$ cat config.mk
export PLATFORM = sky130hd
export DESIGN_NAME = tournament_selector
export DESIGN_NICKNAME = d
export VERILOG_FILES = /design/src/rtl/tournament_selector.sv
export SDC_FILE = /design/constraint.sdc
export NUM_CORES = 1
export LEC_CHECK = 0
export CORE_UTILIZATION = 47
export DETAILED_ROUTE_END_ITERATION = 16
export PLACE_DENSITY = 0.81
export SYNTH_ARGS = -nofsm -noshare
export SYNTH_HDL_FRONTEND = slang
export SYNTH_SLANG_ARGS = --single-unit
$ cat constraint.sdc
create_clock -name clk -period 3.1 [get_ports clk]
set_clock_uncertainty 0.15 [all_clocks]
set_input_delay 0.62 -clock clk [delete_from_list [all_inputs] [get_ports clk]]
set_output_delay 0.62 -clock clk [all_outputs]
set_load 0.1 [all_outputs]
$ cat src/rtl/tournament_selector.sv
// Tournament selection stage for a compact GA: keeps the lowest of TournamentSize
// samples, then pulses a write strobe with the winner and its derived update step.
module tournament_selector #(
  parameter int Width          = 32,
  parameter int TaxWidth       = 2,
  parameter int TournamentSize = 6,
  parameter int CountWidth     = 3,
  parameter int GenWidth       = 16
) (
  input  logic                  clk,
  input  logic                  rst,
  input  logic                  ce,
  input  logic [Width-1:0]      individual,
  input  logic [Width-1:0]      target,
  output logic [Width-1:0]      winner,
  output logic [TaxWidth-1:0]   tax,
  output logic                  we,
  output logic [GenWidth-1:0]   generation,
  output logic                  found,
  output logic [1:0]            dbg_state_o,
  output logic [CountWidth-1:0] dbg_count_o
);

  typedef enum logic [1:0] {
    S_SAMPLE = 2'd0,
    S_COMMIT = 2'd1,
    S_HALT   = 2'd2
  } state_t;

  localparam logic [CountWidth-1:0] LastCount = CountWidth'(TournamentSize - 1);

  state_t                state_q, state_d;
  logic [CountWidth-1:0] count_q, count_d;
  logic [Width-1:0]      winner_q, winner_d;
  logic [GenWidth-1:0]   generation_q, generation_d;
  logic                  found_q, found_d;
  logic                  we_d;

  always_ff @(posedge clk) begin
    if (!rst) begin
      state_q      <= S_SAMPLE;
      count_q      <= '0;
      winner_q     <= '0;
      generation_q <= '0;
      found_q      <= 1'b0;
    end else begin
      state_q      <= state_d;
      count_q      <= count_d;
      winner_q     <= winner_d;
      generation_q <= generation_d;
      found_q      <= found_d;
    end
  end

  // With ce low every register holds, so a pending commit simply waits.
  always_comb begin
    state_d      = state_q;
    count_d      = count_q;
    winner_d     = winner_q;
    generation_d = generation_q;
    found_d      = found_q;
    we_d         = 1'b0;
    if (ce) begin
      case (state_q)
        S_SAMPLE: begin
          // Strict less-than: ties keep the earlier sample.
          if (count_q == '0 || individual < winner_q) begin
            winner_d = individual;
          end
          if (count_q == LastCount) begin
            count_d = '0;
            state_d = S_COMMIT;
          end else begin
            count_d = count_q + 1'b1;
          end
        end
        S_COMMIT: begin
          we_d = 1'b1;
          if (generation_q != '1) begin
            generation_d = generation_q + 1'b1;
          end
          if (winner_q <= target) begin
            found_d = 1'b1;
            state_d = S_HALT;
          end else begin
            state_d = S_SAMPLE;
          end
        end
        default: begin
          state_d = state_q;
        end
      endcase
    end
  end

  assign winner      = winner_q;
  assign tax         = ~winner_q[Width-2 -: TaxWidth];
  assign we          = we_d;
  assign generation  = generation_q;
  assign found       = found_q;
  assign dbg_state_o = state_q;
  assign dbg_count_o = count_q;

endmodule

== Yosys cells after proc, flatten, opt, wreduce, memory -nomap -nowiden ==
Index checks and enable logic that the tools add are counted.
W data, S select, Z words.

* Flip-flop bits (word level): 54
* Input port bits: 67
* Output and inout bits: 57

* Add/subtract/negate cells: 2
* $lt $le $gt $ge: 2
* Equality and inequality tests: 4
* Mux-type cells: 6
* Bitwise gates (word level): 1
* Reduce and logical (&&, ||, !) cells: 9

{| class="wikitable"
|+ Operator list
! kind !! count
|-
| $le A32 B32 Y1 || 1
|-
| $lt A32 B32 Y1 || 1
|-
| $add A16 B1 Y16 const B || 1
|-
| $ne A16 B16 Y1 const B || 1
|-
| $reduce_and A3 Y1 || 4
|-
| $mux W2 || 2
|-
| $pmux W2 S2 || 1
|-
| $add A3 B1 Y3 const B || 1
|-
| $eq A3 B3 Y1 const B || 1
|-
| $logic_not A3 Y1 || 1
|-
| $mux W3 || 1
|-
| $eq A2 B1 Y1 const B || 1
|-
| $logic_not A2 Y1 || 1
|-
| $mux W1 || 2
|-
| $ne A2 B2 Y1 const B || 1
|-
| $not A2 Y2 || 1
|-
| $reduce_and A2 Y1 || 1
|-
| $reduce_bool A2 Y1 || 1
|-
| $logic_or A1 B1 Y1 || 1
|}

== Logic depth before layout (Yosys ltp) ==
Gate-level depths: netlist of the first run.

* Word-level depth: 3
* Gate-level depth with buffers: 9

== Worst setup path before layout of the first run ==
No wires, ideal clock.

* Path type: reg2reg
* Start: reg winner_q[29], in the netlist winner[29]
* End: reg winner_q[10], in the netlist winner[10]
* Setup time: 0.121 ns
* Data arrival time: 3.399 ns
* Setup slack: -0.570 ns
* Stages on the path, launching flop included: 9
* Clock period less this slack: 3.670 ns
* Path through: dfxtp_1 > inv_1 > ha_1 > nand4_1 > or4_1 > nor2_1 > a211oi_4 > buf_8 > mux2i_1

* Longest elaborated chain between the ends: 3

{| class="wikitable"
|+ RTL lines
! what !! RTL line !! source
|-
| start: declaration || 34 || <nowiki>logic [Width-1:0] winner_q, winner_d;</nowiki>
|-
| start signal: assignment || 49 || <nowiki>winner_q <= winner_d;</nowiki>
|-
| $lt A32 B32 Y1 || 67 || <nowiki>if (count_q == '0 || individual < winner_q) begin</nowiki>
|-
| $logic_or A1 B1 Y1 || 67 ||
|-
| $reduce_and A3 Y1 (no source line) || - ||
|}

Every way passes these cells.
A chain may end at the register's enable or synchronous reset.

== Worst setup path after layout of the first run ==
* Start: in individual[2]
* End: reg winner_q[27], in the netlist winner[27]

* Longest elaborated chain between the ends: 3

{| class="wikitable"
|+ RTL lines
! what !! RTL line !! source
|-
| start: declaration || 13 || <nowiki>input logic [Width-1:0] individual,</nowiki>
|-
| $lt A32 B32 Y1 || 67 ||
|-
| $logic_or A1 B1 Y1 || 67 ||
|-
| $reduce_and A3 Y1 (no source line) || - ||
|}

Every way passes these cells.

==> key figures, run 1 <==
Route
  – # DRC: 0
  – Met1 WL: 4424 um
  – Highest metal used: met4
  – Pre-Repair DR Iteration Count: 4
  – Post-route ant nets: 0
  – Wire per inst: 13.94 um
  – Vias per inst: 5.213
  – DRT iter0 DRCs: 139
  – Drt total wl: 9829 um
  – Routed wl met2: 4764 um
  – Routed wl met3: 483 um
  – Vias: 3675

Synthesis
  – Synthesized area: 3829 um^2
  – Synth top area share: 28.24%
  – Post-synth ARST share: 0%
  – Post-synthesis compound-gate area fraction: 9.706%
  – Post-Syn Nets: 604
  – Ranking of synthesized cells by area: dfxtp_1 28%, ha_1 21%, nand2_1 9.0%, mux2i_1 8.6%, inv_1 6.2%
  – Cell variety after synth: 42
  – Post-synth EDFFs: 0
  – Yosys Warn Count: 0
  – Fraction of the mapped netlist area in adder cells: 20.92%
  – Mux cell area share after synthesis: 8.627%
  – Flops & latches, synth: 54
  – Synth Area in Simple Gates: 20.88%
  – Mapped Cells: 473
  – Post-Synth XOR/XNOR Area: 3.203%
  – Synth area leader: dfxtp_1
  – Synth Flop Type: dfxtp_1
  – Synthesized area per cell: 8.094 um^2
  – Largest family of logic cells by synthesized area: adder cells
  – Sequential area share after synthesis: 28.24%

Setup path
  – Crit path capture type: register
  – Slowest stage cell, crit path: clkdlybuf4s50_1
  – CP arrival: 3.11 ns
  – Reg2reg setup slack: 0.42 ns
  – Cell Chain, Critical Path: clkdlybuf4s50_1, ha_1, a211o_1, a31oi_1, nor4_1, or4_4, a211oi_4, buf_6, buf_12, mux2i_1
  – Worst path max stage delay: 0.44 ns
  – Launching element type of the critical path: input port
  – Crit path max fanout: 8
  – Crit path required time: 3.19 ns
  – R2R cell count: 10
  – Crit Path Class: in2reg
  – Critical R2R Launch: winner[2]
  – Reg2reg end: winner[27]

Cells and area
  – Antenna diode count: 0
  – Sequential cell area: 1100 um^2
  – Layout area overhead: 36.76%
  – Layout cell share with drive strength beyond 1: 15.42%
  – Filler cells: 637
  – Area of the multi-input gates: 2425 um^2
  – Finished layout cell area: 5236 um^2
  – Layout net count: 733

Timing
  – Crit path time final: 3.018 ns
  – Tcrit/Tclk final: 97.36%
  – Max Freq: 331.3 MHz
  – Endpoints failing setup: 0
  – WHS: 0.3368 ns
  – Final Hold Fails: 0
  – Slew of the pin with the lowest slew margin: 0.6543 ns
  – Slew margin rel.: 56.38%
  – PnR worst setup slack: 0.08189 ns
  – Fin. max-slew vios: 0

Global routing
  – Total gr overflow: 0
  – GR Util All Layers: 22.91%
  – Largest net degree at the start of global routing: 69
  – Initial antenna violation count: 0
  – Vias in the first global route: 3506
  – Global-route wire length before repair: 15790 um

Place
  – Gp weighted congestion: 0.8133
  – DPL Wire Length: 7583 um
  – Area after DPL: 5081 um^2
  – IO buf count: 123
  – Setup slack at placement: -0.2556 ns

Min path
  – Hold EP: winner[5]
  – Worst hold start: winner[5]
  – Hold crit path type: reg2reg
  – Hold depth: 2

Floorplan
  – Full die area: 8511 um^2
  – DIE WIDTH: 92.26 um
  – IO Pins: 124
  – Initial core utilization: 49.04%
  – Cell Rows: 32
  – Placeable Area: 7807 um^2
  – Die span in y: 92.26 um

Power
  – Leak Pwr: 2.490 nW
  – Psw: 848.0 uW
  – Combinational group share of total power: 42.0%
  – Cell-internal power: 1.210 mW
  – Peak VDD IR: 0.2551 mV
  – PD cells: 393.0 nW/um^2
  – Clock power frac: 19.6%
  – Seq pwr share: 38.4%
  – Sw Ratio: 41.21%

Flow run
  – Max Cap Violations: 0

Clock network
  – CTS Buffer Depth: 2
  – H-tree levels: 2
  – Worst-path clk slew: 0.10 ns
  – CTS buffer count: 5
  – Clk root buf: clkbuf_8
  – CTS sink cnt: 54
  – CTS tree: yes
  – Skew-Pair Late Insertion Delay: 0.31 ns

Run status
  – Status: completed
-- metal layers --
metal / vias up / GRT usage [%]
met5: - / 0
met4: 0 / 6.510
met3: 13 / 3.980
met2: 107 / 40.36
met1: 1687 / 28.47
li1: 1868 / -
-- cells in the final DEF (no fill, tap or decap), drive strengths merged, types with 2 or more instances in the layout --
cell	netlist	routed
xor2	11	11
and4	7	7
clkinvlp	0	2
buf	3	68
dfxtp	54	54
clkinv	1	3
xnor2	3	3
nand2	92	92
ha	64	64
clkdlybuf4s50	0	65
nor2	24	24
o221a	2	2
or4	3	3
clkbuf	10	8
nand4b	2	2
nor3	3	3
nand3	13	13
and3	4	4
o21ai	9	9
a21o	9	9
or3	2	2
mux2i	33	33
inv	63	61
a21oi	28	28
a211oi	2	2
or2	3	3
a31oi	2	2
nand2b	3	3
nor4	2	2
nand4	10	10
-- flip-flops by register name, summed over array words and instances, names as in the netlist --
name	cells
dbg_state_o	2
generation	16
dbg_count_o	3
winner	32
found	1
-- how the worst max path moves through the flow --
| stage | from | end | cells after the start |
|---|---|---|---|
| floorplan | winner[8] | winner[11] | 9 |
| global placement | individual[2] | winner[3] | 9 |
| detailed placement | individual[2] | winner[27] | 9 |
| CTS | individual[2] | winner[27] | 9 |
| global route | individual[2] | winner[25] | 10 |
| finish | individual[2] | winner[27] | 10 |
-- final cells by class --
cell class	instances	area share, %
Sequential cell	54	21.00
Tap cell	102	2.437
Clock buffer	6	1.386
Multi-Input combinational cell	342	46.31
Inverter	64	4.731
Timing Repair Buffer	135	23.87
Clock inverter	2	0.2628
-- power groups by stage --
stage          Combinational (mW)  Clock [mW]  Sequential, mW
5_1_grt                     0.928       0.439           0.795
2_1_floorplan               0.316           0            1.08
3_3_place_gp                0.814           0           0.802
4_1_cts                     0.841       0.407           0.788
3_5_place_dp                0.836           0           0.804
6_report                    0.865       0.403           0.789
-- through the flow --
step           TNS [ns]  utilization (%)  instances  power [mW]
2_1_floorplan         0                -        473       1.398
3_3_place_gp     -6.225            65.08        693       1.616
3_5_place_dp     -7.385            65.08        693       1.639
4_1_cts               0            66.19        701       2.036
5_1_grt        -0.08593            67.07        705       2.161
6_report              0            67.07        705       2.058
-- cells by family after synthesis --
| kind of cell | after synthesis |
|---|---|
| AO/OA/AOI/OAI | 59 |
| adder cells (fa/ha/maj) | 64 |
| buffers and inverters | 77 |
| multiplexers | 33 |
| AND/OR/NAND/NOR | 172 |
| flip-flops | 54 |
| XOR/XNOR | 14 |
-- critical path, delay by kind of cell --
kind	cells	cell delay (ns)
buffers and inverters	3	0.75
AO/OA/AOI/OAI	3	0.70
AND/OR/NAND/NOR	2	0.51
adder cells (fa/ha/maj)	1	0.32
multiplexers	1	0.20
-- repair_timing --
action,4_1_cts,5_1_grt
buffers inserted,0,2
resized for setup,0,1
hold buffers,0,0
setup endpoints to repair,0,32
-- Yosys cell counts (all sizes together) (4+ instances only) --
cell type / n
xor2: 11
o21ai: 9
and3: 4
nand3: 13
a21o: 9
dfxtp: 54
nand4: 10
and4: 7
mux2i: 33
nand2: 92
inv: 63
ha: 64
clkbuf: 10
nor2: 24
a21oi: 28
Power figures use the tool's default switching activity.
==> inputs of run 2 (changes only) <==
--- a/config.mk
+++ b/config.mk
@@ -5,9 +5,11 @@
 export SDC_FILE = /design/constraint.sdc
 export NUM_CORES = 1
 export LEC_CHECK = 0
-export CORE_UTILIZATION = 47
+export CORE_UTILIZATION = 60
 export DETAILED_ROUTE_END_ITERATION = 16
-export PLACE_DENSITY = 0.81
+export DONT_BUFFER_PORTS = 1
+export PLACE_DENSITY = 0.76
+export SKIP_CTS_REPAIR_TIMING = 1
 export SYNTH_ARGS = -nofsm -noshare
 export SYNTH_HDL_FRONTEND = slang
 export SYNTH_SLANG_ARGS = --single-unit
==> run 2 against run 1 <==
Effect of this change:
- sequential power is 0.6% lower
- setup slack better by 0.34 ns
- final cell count is 15% lower
- sequential cell count stayed put
- sequential share of layout area is 3.7 points higher
- clock-buffer cell count is 1 higher
- highest routed layer unchanged
- non-clock buffer count is 78 lower
- global-route usage is 2.9 points higher
==> key figures, run 2 (synthesized netlist as in run 1, its figures left out) <==
Cells and area
  – Most common cell after layout, fill and taps aside: nand2_1
  – Antenna diode count: 0
  – Layout area overhead: 16.41%
  – Largest register FFs: 32
  – Finished layout cell area: 4457 um^2
  – Filler cells: 490
  – Layout net count: 655
  – Layout cell share with drive strength beyond 1: 15.43%
  – Most frequent cells in the layout: 92 x nand2_1, 64 x ha_1, 61 x inv_1

Route
  – Wire per inst: 14.53 um
  – Vias per inst: 5.578
  – DRT iter0 DRCs: 127
  – Pre-Repair DR Iteration Count: 5
  – Post-route ant nets: 0
  – Vias: 3347
  – # DRC: 0
  – Drt total wl: 8715 um

Min path
  – Hold crit path type: in2reg

Timing
  – Slew of the pin with the lowest slew margin: 1.031 ns
  – Fin. max-slew vios: 0
  – Final Hold Fails: 0
  – Crit path time final: 2.679 ns
  – Setup TNS: 0 ns
  – Slew margin rel.: 31.15%
  – Endpoints failing setup: 0
  – Max Freq: 373.3 MHz
  – RSZ-0062 raised after global routing: false
  – Tcrit/Tclk final: 86.40%

Place
  – Gp weighted congestion: 0.8066
  – Area after DPL: 4319 um^2
  – DPL Wire Length: 7026 um
  – IO buf count: 0

Setup path
  – CP arrival: 2.73 ns
  – Crit path capture type: register
  – Cell Chain, Critical Path: clkinvlp_4, ha_1, nand4_1, or4_1, nor2_1, a211oi_4, buf_12, mux2i_1
  – Launching element type of the critical path: register
  – R2R cell count: 8
  – Crit path depth: 8
  – Crit Path Class: reg2reg
  – Reg2reg end: winner[9]
  – Worst path max stage delay: 0.58 ns
  – Crit path required time: 3.15 ns
  – Reg2reg setup slack: 0.42 ns
  – CP bufs+invs: 2
  – Critical R2R Launch: winner[29]
  – Family with the most delay on the worst path: simple AND/OR/NAND/NOR gates
  – Crit. Startpoint: winner[29]
  – Worst setup path endpoint: winner[9]
  – Crit path max fanout: 16
  – Slowest stage cell, crit path: dfxtp_4

Power
  – Peak VDD IR: 0.3001 mV
  – PD cells: 462.9 nW/um^2
  – Leak Pwr: 2.177 nW

Floorplan
  – DIE WIDTH: 81.88 um
  – Cell Rows: 28
  – Die span in y: 81.88 um
  – Placeable Area: 6026 um^2
  – Initial core utilization: 63.54%
  – IO Pins: 124
  – Full die area: 6704 um^2

Clock network
  – Worst-path clk slew: 0.10 ns
  – CTS sink cnt: 54
  – H-tree levels: 2
  – CTS tree: yes
  – Clk root buf: clkbuf_8
  – CTS buffer count: 5
  – CTS Buffer Depth: 2
  – Skew-Pair Late Insertion Delay: 0.31 ns

Global routing
  – Total gr overflow: 0
  – Vias in the first global route: 3089
  – Global-route wire length before repair: 13290 um
  – Largest net degree at the start of global routing: 70
  – GR Util All Layers: 25.77%
  – Initial antenna violation count: 0

Run status
  – Status: completed

Flow run
  – Max Cap Violations: 0
run 2: layer usage:
layer,vias up,global-route usage [%],wire [um]
li1,1703,-,-
met3,7,8.556,757
met4,0,6.316,82
met2,104,47.93,4332
met5,-,0,0
met1,1533,27.68,3541
run 2: where the power goes:
| group | internal [mW] | leakage, nW | switching, mW |
|---|---|---|---|
| combinational | 0.216 | 1.66 | 0.511 |
| clock | 0.312 | 0.0696 | 0.239 |
| sequential | 0.737 | 0.446 | 0.0471 |
run 2: worst min path at each step:
| stage | start | endpoint | slack (ns) | depth (start not counted) |
|---|---|---|---|---|
| 3_3_place_gp | winner[0] | winner[0] | 0.32 | 2 |
| 5_1_grt | individual[21] | winner[21] | 0.28 | 2 |
| 4_1_cts | individual[15] | winner[15] | 0.28 | 2 |
| 6_report | individual[15] | winner[15] | 0.28 | 2 |
| 2_1_floorplan | winner[29] | winner[29] | 0.48 | 2 |
| 3_5_place_dp | winner[0] | winner[0] | 0.34 | 2 |
run 2: stage by stage:
step           total power [mW]  std cells  setup slack (ns)  util, %  hold WS [ns]
5_1_grt                   2.165        600            0.2876    73.96        0.2766
3_3_place_gp              1.504        592            0.2902    71.68        0.3225
2_1_floorplan             1.398        473          0.003828        -        0.4761
4_1_cts                   2.076        600            0.4023    73.96        0.2790
6_report                  2.063        600            0.4215    73.96        0.2833
3_5_place_dp              1.527        592            0.2061    71.68        0.3388
run 2: layout make-up:
| cell class | instances | area (um^2) | area share [%] |
|---|---|---|---|
| inverter | 64 | 247.7 | 5.559 |
| timing repair buffer | 57 | 452.9 | 10.16 |
| clock buffer | 7 | 107.6 | 2.414 |
| clock inverter | 1 | 30.03 | 0.6738 |
| sequential | 54 | 1100 | 24.68 |
| tap | 75 | 93.84 | 2.106 |
| multi-input combinational | 342 | 2425 | 54.41 |
